### src/rtl/apb_fifo_completer_if.sv
// APB completer bus plus the upstream (RX) and downstream (TX) valid/ready streams.
// The slave modport is the completer's view; master is the requester/stream-partner view.
interface apb_fifo_completer_if #(
  parameter int DATA_W = 8,
  parameter int ADDR_W = 4
);
  logic              psel;
  logic              penable;
  logic              pwrite;
  logic [ADDR_W-1:0] paddr;
  logic [DATA_W-1:0] pwdata;
  logic [DATA_W-1:0] prdata;
  logic              pready;
  logic              pslverr;

  logic              up_valid;
  logic              up_ready;
  logic [DATA_W-1:0] up_data;

  logic              down_valid;
  logic              down_ready;
  logic [DATA_W-1:0] down_data;

  modport slave (
    input  psel, penable, pwrite, paddr, pwdata,
    output prdata, pready, pslverr,
    input  up_valid, up_data,
    output up_ready,
    output down_valid, down_data,
    input  down_ready
  );

  modport master (
    output psel, penable, pwrite, paddr, pwdata,
    input  prdata, pready, pslverr,
    output up_valid, up_data,
    input  up_ready,
    input  down_valid, down_data,
    output down_ready
  );
endinterface

### src/rtl/apb_fifo_completer.sv
// APB completer bridging a DATA register onto TX/RX flip-flop FIFOs, with wait states,
// a wait-state timeout and error responses for unmapped or read-only targets.
module apb_fifo_completer #(
  parameter int DATA_W  = 8,
  parameter int DEPTH   = 10,
  parameter int ADDR_W  = 4,
  parameter int TIMEOUT = 15
) (
  input  logic                 clk,
  input  logic                 rst,
  apb_fifo_completer_if.slave  bus
);

  localparam int CNT_W  = $clog2(DEPTH + 1);
  localparam int PTR_W  = (DEPTH > 1) ? $clog2(DEPTH) : 1;
  localparam int WAIT_W = $clog2(TIMEOUT + 1);

  localparam logic [ADDR_W-1:0] ADDR_DATA = '0;
  localparam logic [ADDR_W-1:0] ADDR_STAT = ADDR_W'(4);

  typedef enum logic {
    IDLE,
    ACCESS
  } state_e;

  function automatic logic [PTR_W-1:0] ptr_inc(input logic [PTR_W-1:0] p);
    return (p == PTR_W'(DEPTH - 1)) ? '0 : p + 1'b1;
  endfunction

  state_e              state_q, state_d;
  logic [WAIT_W-1:0]   wait_q, wait_d;

  logic [DATA_W-1:0]   tx_mem_q [DEPTH];
  logic [PTR_W-1:0]    tx_wr_q, tx_wr_d;
  logic [PTR_W-1:0]    tx_rd_q, tx_rd_d;
  logic [CNT_W-1:0]    tx_cnt_q, tx_cnt_d;

  logic [DATA_W-1:0]   rx_mem_q [DEPTH];
  logic [PTR_W-1:0]    rx_wr_q, rx_wr_d;
  logic [PTR_W-1:0]    rx_rd_q, rx_rd_d;
  logic [CNT_W-1:0]    rx_cnt_q, rx_cnt_d;

  logic                tx_full, tx_empty, rx_full, rx_empty;
  logic                access, is_data, is_stat, timed_out;
  logic                pready, pslverr;
  logic [DATA_W-1:0]   prdata;
  logic [DATA_W-1:0]   status_word;
  logic                apb_push, apb_pop, down_pop, up_push;

  // Flags come from registered counts only, so a pop never frees a slot in the same cycle.
  assign tx_full   = (tx_cnt_q == CNT_W'(DEPTH));
  assign tx_empty  = (tx_cnt_q == '0);
  assign rx_full   = (rx_cnt_q == CNT_W'(DEPTH));
  assign rx_empty  = (rx_cnt_q == '0);

  assign access    = bus.psel & bus.penable & ~rst;
  assign is_data   = (bus.paddr == ADDR_DATA);
  assign is_stat   = (bus.paddr == ADDR_STAT);
  assign timed_out = (wait_q == WAIT_W'(TIMEOUT));

  assign status_word = DATA_W'({tx_cnt_q, rx_cnt_q});

  always_comb begin
    pready   = 1'b0;
    pslverr  = 1'b0;
    prdata   = '0;
    apb_push = 1'b0;
    apb_pop  = 1'b0;
    if (access) begin
      if (!(is_data || is_stat) || (is_stat && bus.pwrite)) begin
        pready  = 1'b1;
        pslverr = 1'b1;
      end else if (timed_out) begin
        pready  = 1'b1;
        pslverr = 1'b1;
      end else if (is_data && bus.pwrite) begin
        if (!tx_full) begin
          pready   = 1'b1;
          apb_push = 1'b1;
        end
      end else if (is_data) begin
        if (!rx_empty) begin
          pready  = 1'b1;
          apb_pop = 1'b1;
          prdata  = rx_mem_q[rx_rd_q];
        end
      end else begin
        pready = 1'b1;
        prdata = status_word;
      end
    end
  end

  assign bus.pready     = pready;
  assign bus.pslverr    = pslverr;
  assign bus.prdata     = prdata;

  assign down_pop       = ~tx_empty & bus.down_ready;
  assign up_push        = ~rx_full & bus.up_valid;

  assign bus.down_valid = ~tx_empty;
  assign bus.down_data  = tx_empty ? '0 : tx_mem_q[tx_rd_q];
  assign bus.up_ready   = ~rx_full;

  // wait_d counts wait states of the current transfer; the first one is taken from IDLE.
  always_comb begin
    state_d = state_q;
    wait_d  = '0;
    case (state_q)
      IDLE: begin
        if (access && !pready) begin
          state_d = ACCESS;
          wait_d  = WAIT_W'(1);
        end
      end
      ACCESS: begin
        if (!access || pready) begin
          state_d = IDLE;
        end else begin
          wait_d = wait_q + 1'b1;
        end
      end
      default: state_d = IDLE;
    endcase
  end

  always_comb begin
    tx_wr_d  = apb_push ? ptr_inc(tx_wr_q) : tx_wr_q;
    tx_rd_d  = down_pop ? ptr_inc(tx_rd_q) : tx_rd_q;
    tx_cnt_d = tx_cnt_q + CNT_W'(apb_push) - CNT_W'(down_pop);

    rx_wr_d  = up_push ? ptr_inc(rx_wr_q) : rx_wr_q;
    rx_rd_d  = apb_pop ? ptr_inc(rx_rd_q) : rx_rd_q;
    rx_cnt_d = rx_cnt_q + CNT_W'(up_push) - CNT_W'(apb_pop);
  end

  always_ff @(posedge clk) begin
    if (rst) begin
      state_q  <= IDLE;
      wait_q   <= '0;
      tx_wr_q  <= '0;
      tx_rd_q  <= '0;
      tx_cnt_q <= '0;
      rx_wr_q  <= '0;
      rx_rd_q  <= '0;
      rx_cnt_q <= '0;
    end else begin
      state_q  <= state_d;
      wait_q   <= wait_d;
      tx_wr_q  <= tx_wr_d;
      tx_rd_q  <= tx_rd_d;
      tx_cnt_q <= tx_cnt_d;
      rx_wr_q  <= rx_wr_d;
      rx_rd_q  <= rx_rd_d;
      rx_cnt_q <= rx_cnt_d;
    end
  end

  // Storage is never cleared; emptiness is tracked by the counts and outputs are gated by it.
  always_ff @(posedge clk) begin
    if (apb_push) tx_mem_q[tx_wr_q] <= bus.pwdata;
    if (up_push && !rst) rx_mem_q[rx_wr_q] <= bus.up_data;
  end

endmodule

### src/flat_wrapper.sv
// flat-port wrapper written by rule: the top's interface ports become plain ports
module apb_fifo_completer_flat 
#(
  parameter int DATA_W  = 8,
  parameter int DEPTH   = 10,
  parameter int ADDR_W  = 4,
  parameter int TIMEOUT = 15
)
  (clk, rst, bus_psel, bus_penable, bus_pwrite, bus_paddr, bus_pwdata, bus_prdata, bus_pready, bus_pslverr, bus_up_valid, bus_up_data, bus_up_ready, bus_down_valid, bus_down_data, bus_down_ready);
  apb_fifo_completer_if #(.DATA_W(DATA_W), .ADDR_W(ADDR_W)) bus_i ();
  input  logic clk;
  input  logic rst;
  input wire logic [$bits(bus_i.psel)-1:0] bus_psel;
  input wire logic [$bits(bus_i.penable)-1:0] bus_penable;
  input wire logic [$bits(bus_i.pwrite)-1:0] bus_pwrite;
  input wire logic [$bits(bus_i.paddr)-1:0] bus_paddr;
  input wire logic [$bits(bus_i.pwdata)-1:0] bus_pwdata;
  output wire logic [$bits(bus_i.prdata)-1:0] bus_prdata;
  output wire logic [$bits(bus_i.pready)-1:0] bus_pready;
  output wire logic [$bits(bus_i.pslverr)-1:0] bus_pslverr;
  input wire logic [$bits(bus_i.up_valid)-1:0] bus_up_valid;
  input wire logic [$bits(bus_i.up_data)-1:0] bus_up_data;
  output wire logic [$bits(bus_i.up_ready)-1:0] bus_up_ready;
  output wire logic [$bits(bus_i.down_valid)-1:0] bus_down_valid;
  output wire logic [$bits(bus_i.down_data)-1:0] bus_down_data;
  input wire logic [$bits(bus_i.down_ready)-1:0] bus_down_ready;
  assign bus_i.psel = bus_psel;
  assign bus_i.penable = bus_penable;
  assign bus_i.pwrite = bus_pwrite;
  assign bus_i.paddr = bus_paddr;
  assign bus_i.pwdata = bus_pwdata;
  assign bus_prdata = bus_i.prdata;
  assign bus_pready = bus_i.pready;
  assign bus_pslverr = bus_i.pslverr;
  assign bus_i.up_valid = bus_up_valid;
  assign bus_i.up_data = bus_up_data;
  assign bus_up_ready = bus_i.up_ready;
  assign bus_down_valid = bus_i.down_valid;
  assign bus_down_data = bus_i.down_data;
  assign bus_i.down_ready = bus_down_ready;
  apb_fifo_completer #(.DATA_W(DATA_W), .DEPTH(DEPTH), .ADDR_W(ADDR_W), .TIMEOUT(TIMEOUT)) u_core (.clk(clk), .rst(rst), .bus(bus_i));
endmodule
### config.mk
export PLATFORM = sky130hd
export DESIGN_NAME = apb_fifo_completer_flat
export DESIGN_NICKNAME = d
export VERILOG_FILES = /design/src/rtl/apb_fifo_completer_if.sv /design/src/rtl/apb_fifo_completer.sv /design/src/flat_wrapper.sv
export SDC_FILE = /design/constraint.sdc
export NUM_CORES = 1
export LEC_CHECK = 0
export CAP_MARGIN = 25
export CORE_UTILIZATION = 55
export DETAILED_ROUTE_END_ITERATION = 12
export HOLD_SLACK_MARGIN = 0.05
export PLACE_DENSITY_LB_ADDON = 0.12
export SLEW_MARGIN = 15
export SYNTH_ARGS = -nofsm -noshare
export SYNTH_HDL_FRONTEND = slang
export SYNTH_SLANG_ARGS = --single-unit
### constraint.sdc
create_clock -name clk -period 4.5 [get_ports clk]
set_clock_uncertainty 0.2 [all_clocks]
set_input_delay 0.675 -clock clk [delete_from_list [all_inputs] [get_ports clk]]
set_output_delay 0.675 -clock clk [all_outputs]
set_load 0.05 [all_outputs]
# Yosys cells after proc, flatten, opt, wreduce, memory -nomap -nowiden
# Memories as Yosys holds them, arrays and structs flattened. A register that Yosys moved wholly into a read port is not among the register bits.
# Index checks and enable logic that the tools add are counted.
[op_classes] add_sub_neg=9 eq_ne=8 n_mux=44 bitwise=8 reduce_logical=14
[op_table] operator="2-to-1 mux 8 bit" count=7
[op_table] operator="2-to-1 mux 4 bit" count=9
[op_table] operator="equality test 4 bit (second input constant)" count=7
[op_table] operator="2-to-1 mux 1 bit" count=26
[op_table] operator="adder 4 x 1 -> 4 bit (second input constant)" count=5
[op_table] operator="logical NOT 4 bit" count=3
[op_table] operator="adder 4 x 1 -> 4 bit" count=2
[op_table] operator="one-hot mux 4 bit (2 select lines)" count=1
[op_table] operator="subtractor 4 x 1 -> 4 bit" count=2
[op_table] operator="AND 1 bit" count=4
[op_table] operator="equality test 4 x 3 -> 1 bit (second input constant)" count=1
[op_table] operator="logical AND 1 bit" count=4
[op_table] operator="logical NOT 1 bit" count=4
[op_table] operator="inverter 1 bit" count=4
[op_table] operator="logical OR 1 bit" count=3
[op_table] operator="one-hot mux 1 bit (2 select lines)" count=1
[totals] regBits=29 mem_bits_rw=160 inputBits=27 out_inout_bits=20 wordCells=93 mem_count=2
[memory_table] name="u_core.rx_mem_q" depth=10 word_bits=8 read_ports=1 rd_clocked_by_memory_dff=1 wr=1 line="apb_fifo_completer.sv:38" source="logic [DATA_W-1:0] rx_mem_q [DEPTH];"
[memory_table] name="u_core.tx_mem_q" depth=10 word_bits=8 read_ports=1 rd_clocked_by_memory_dff=1 wr=1 line="apb_fifo_completer.sv:33" source="logic [DATA_W-1:0] tx_mem_q [DEPTH];"

# Logic depth before layout (Yosys ltp)
[depth] word_depth=11 mapped_depth=13 mapped_depth_nobuf=12

# Worst setup path before layout
# OpenSTA, ideal clock, no wires.
[synth_timing] path_kind="input-to-reg" startpoint="input bus_paddr[1]" endpoint="memory u_core.tx_mem_q[3][0], enable pin" setup_time_ns=0.395 arrival_time_ns=2.879 required_time_ns=3.905 slack_ns=1.027 path_stages=5 n_path_buf=1 path_cell_list="or4_4 > or3_1 > buf_2 > or2_1 > nor4_1"
[synth_between] elab_chain_len=8 word_cells_on_any_way=13 cone_classes="1 x eq/ne; 6 x mux; 6 x reduce/logical"
[synth_lines] element="start: declaration" line="flat_wrapper.sv:16" source="input wire logic [$bits(bus_i.paddr)-1:0] bus_paddr;"
[synth_lines] element="logical NOT 4 bit or equality test 4 x 3 -> 1 bit (tied branches)" line="apb_fifo_completer.sv:57, apb_fifo_completer.sv:58"
[synth_lines] element="logical AND 1 bit or logical OR 1 bit (tied branches)" line="apb_fifo_completer.sv:76, apb_fifo_completer.sv:70"
[synth_lines] element="2-to-1 mux 1 bit or logical NOT 1 bit (tied branches)" line="apb_fifo_completer.sv:76, apb_fifo_completer.sv:70"
[synth_lines] element="2-to-1 mux 1 bit or logical OR 1 bit (tied branches)" line="apb_fifo_completer.sv:73, apb_fifo_completer.sv:70"
[synth_lines] element="2-to-1 mux 1 bit (*)" line="apb_fifo_completer.sv:70" source="if (!(is_data || is_stat) || (is_stat && bus.pwrite)) begin"
[synth_lines] element="2-to-1 mux 1 bit (*)" line="apb_fifo_completer.sv:69" source="if (access) begin"
[synth_lines] element="2-to-1 mux 1 bit (*)" line="apb_fifo_completer.sv:161" source="if (apb_push) tx_mem_q[tx_wr_q] <= bus.pwdata;"
[synth_lines] element="2-to-1 mux 1 bit (implied by the code) (*)" line="apb_fifo_completer.sv:161"
[synth_lines] element="end: declaration" line="apb_fifo_completer.sv:33"
# Every way passes the cells marked *; elsewhere a longest branch is shown, timed or not.

==> impl_metrics.toml <==
[critical_path]
critPathMaxFanout = 10
critical_path_required_ns = 3.62
cp_num_buf_inv = 2
reg2reg_to = "u_core.rx_cnt_q[2]"
rrSetupSlack_ns = 1.26
r2r_cells = 13
cp.arrival_ns = 3.12
crit_path_end_kind = "output pin"
startpoint_type = "flop"
critPathKind = "flop to output pin"
cpMostUsedCell = "a211oi_1"
slowest_stage = "dfxtp_1"
crit_family = "buffers and inverters"
worstPathCellList = "buf_4 > mux4_2 > a211oi_1 > a211oi_1 > clkdlybuf4s50_1"
critPathMaxStageDelay_ns = 0.74
crit_cells = 5
reg2reg_from = "u_core.rx_cnt_q[2]"

[final_layout]
final_cell_mix = "edfxtp_1 (160), mux2i_1 (40), clkdlybuf4s50_1 (38), dfxtp_1 (36)"
multiInputGateArea_um2 = 2390
final_common_cell = "edfxtp_1"
nets = 637
post-route-cell-area_um2 = 9570
diodes = 0
layout-drive-gt1-share_pct = 14.8
regArea_um2 = 5550
syn_to_final_growth_pct = 17.6
fillers = 1020

[synthesis]
synth_fp_nets = 577
syn-mean-instance-area_um2 = 15.2
synth-async-reset-ratio_pct = 0
ys_warn_count = 0
yosys-top-cells-area = "edfxtp_1 (59%), dfxtp_1 (9.1%), mux2i_1 (4.9%), mux4_2 (4.4%), a211oi_1 (2.3%)"
synth_cell_types = 53
synth_area_um2 = 8130
synth.largest_area_cell = "edfxtp_1"
synth_edf_count = 160
synthCells = 535
ys.flop_type = "edfxtp_1"
ys_ff_latch = 197
yosysSeqAreaShare_pct = 68.2
synth_top_cell_area_share_pct = 59.1

[global_routing]
grt_pass1_vias = 4423
grt_pass1_wl_um = 23600
grt_antenna_before_repair = 0
overflow = 0
grt_usage_pct = 21.6
grt_max_degree = 41

[job]
maxCapViolations = 0

[floorplan]
core_area_um2 = 14500
start_util_pct = 56.2
rows = 44
dieArea_um2 = 15300
die_w_um = 124
die_y_um = 124
ios = 47

[route]
post_drt_via_cell_ratio = 5.81
drc_errors = 0
wl_um = 15400
wl_per_cell_um = 19.4
vias = 4604
first_iter_violations = 333
final_antenna_net_count = 0
drt-pass1-iter-count = 5

[clock_tree]
postCtsSetupBuffers = 0
cts_max_level = 4
root_buffer = "clkbuf_16"
post_cts_resized = 0
clkTransAtPathRegs_ns = 0.07
clk_latency_ns = 0.43
cts_sinks = 197
cts_tree = "yes"
clock_path_buffers = 2
cts_buffers = 17
cts_hold_buf = 0

[placement]
dp_hpwl_um = 10400
postPlaceCellArea_um2 = 8940
gp_congestion = 0.802
port_buffers = 46

[timing]
max_freq_mhz = 250
min_period_over_period_pct = 88.7
grt_setup_unrepaired = "no"
worst_pin_slew_ns = 0.868
period_minus_slack_ns = 3.99
finalHoldViolations = 0
final-setup-viol-count = 0
slew_headroom_pct = 41.9
slew_violations = 0
fin_tns_setup_ns = 0

[pwr]
pwr_density_cell_nw_per_um2 = 473
max-vdd-ir-drop_uv = 281
finalPower_mw = 4.53
p_leak_nw = 3.07

[hold_path]
min_path_type = "flop to flop"
hold_depth = 1
hp-start = "u_core.state_q"
holdPathEnd = "u_core.wait_q[0]"

[status]
outcome = "finished, final reports clean"
## report_power, final
group | switching, mW | internal, mW
sequential | 0.0975 | 2.02
clock | 0.638 | 0.861
combinational | 0.509 | 0.395
## state kept, by name (all words and copies together) (netlist names), named ones only
register and cells:
u_core.rx_mem_q 80, u_core.tx_mem_q 80, u_core.rx_cnt_q 4, u_core.rx_rd_q 4
u_core.rx_wr_q 4, u_core.tx_cnt_q 4, u_core.tx_rd_q 4, u_core.tx_wr_q 4
u_core.wait_q 4, u_core.state_q 1
## cell type report
class / count / share of cell area (%)
clock buffers: 23 / 5.34
clock inverters: 9 / 0.928
inverters: 23 / 0.902
multi-input cells: 288 / 25.0
flip-flops and latches: 197 / 58.0
well taps: 184 / 2.41
repair buffers: 68 / 7.48
## how the worst max path moves through the flow
stage | startpoint | endpoint
floorplan | bus_paddr[1] | u_core.tx_mem_q[3][0]
global placement | bus_pwrite | bus_pready
detailed placement | bus_paddr[1] | u_core.rx_cnt_q[2]
CTS | flop | bus_down_data[2]
global route | flop | bus_down_data[2]
finish | flop | bus_down_data[2]
## cell usage after synthesis, types with 4 or more instances
library cell	number
a32o_1	8
xor2_1	4
nand3_1	4
buf_1	8
xnor2_1	5
edfxtp_1	160
nor3_1	11
nand4_1	6
o21ai_0	5
clkbuf_1	15
nor4_1	4
a211oi_1	25
mux2i_1	40
nand2_1	14
nand2b_1	8
a22oi_1	8
ha_1	13
nor2b_1	25
a21oi_1	12
inv_1	23
a221oi_1	8
or3_1	5
nor2_1	23
dfxtp_1	37
mux4_2	16
## routing by layer
metal / track usage [%] / share of wire [%]
met1: 26.9 / 42
met4: 7.30 / 1.7
met2: 36.6 / 52
met3: 5.40 / 4.5
met5: 2.43 / 0.27
## kinds of logic (layout without fill, tap and decap cells)
family                   after synthesis  count (layout)  synth area share (%)
AO/OA/AOI/OAI                         81              81                  7.51
XOR/XNOR                               9               9                 0.969
adder cells (fa/ha/maj)               15              15                  2.49
buffers and inverters                 50             123                  2.45
flip-flops                           197             197                  68.2
multiplexers                          57              57                  9.49
AND/OR/NAND/NOR                      126             126                  8.92
## worst register-to-register path, cell delays in order, from the launching register on
cell and delay [ns]:
dfxtp_1 0.42, inv_1 0.11, ha_1 0.24, nor3b_1 0.16, nor4_1 0.20, buf_4 0.18, and2_1 0.44, ha_1 0.32
inv_1 0.06, ha_1 0.15, inv_1 0.06, fa_1 0.40, xor2_1 0.15, nor2_1 0.06
## stage by stage
| step | util [%] | cells | setup slack, ns | hold WS [ns] |
|---|---|---|---|---|
| 3_3_place_gp | 61.8 | 758 | 0.677 | 0.240 |
| 3_5_place_dp | 61.8 | 758 | 0.539 | 0.247 |
| 4_1_cts | 65.9 | 790 | 0.405 | 0.258 |
| 2_1_floorplan | - | 535 | 1.03 | 0.231 |
| 5_1_grt | 66.1 | 792 | 0.304 | 0.302 |
| 6_report | 66.1 | 792 | 0.508 | 0.261 |
(Power assumes the default switching activity.)
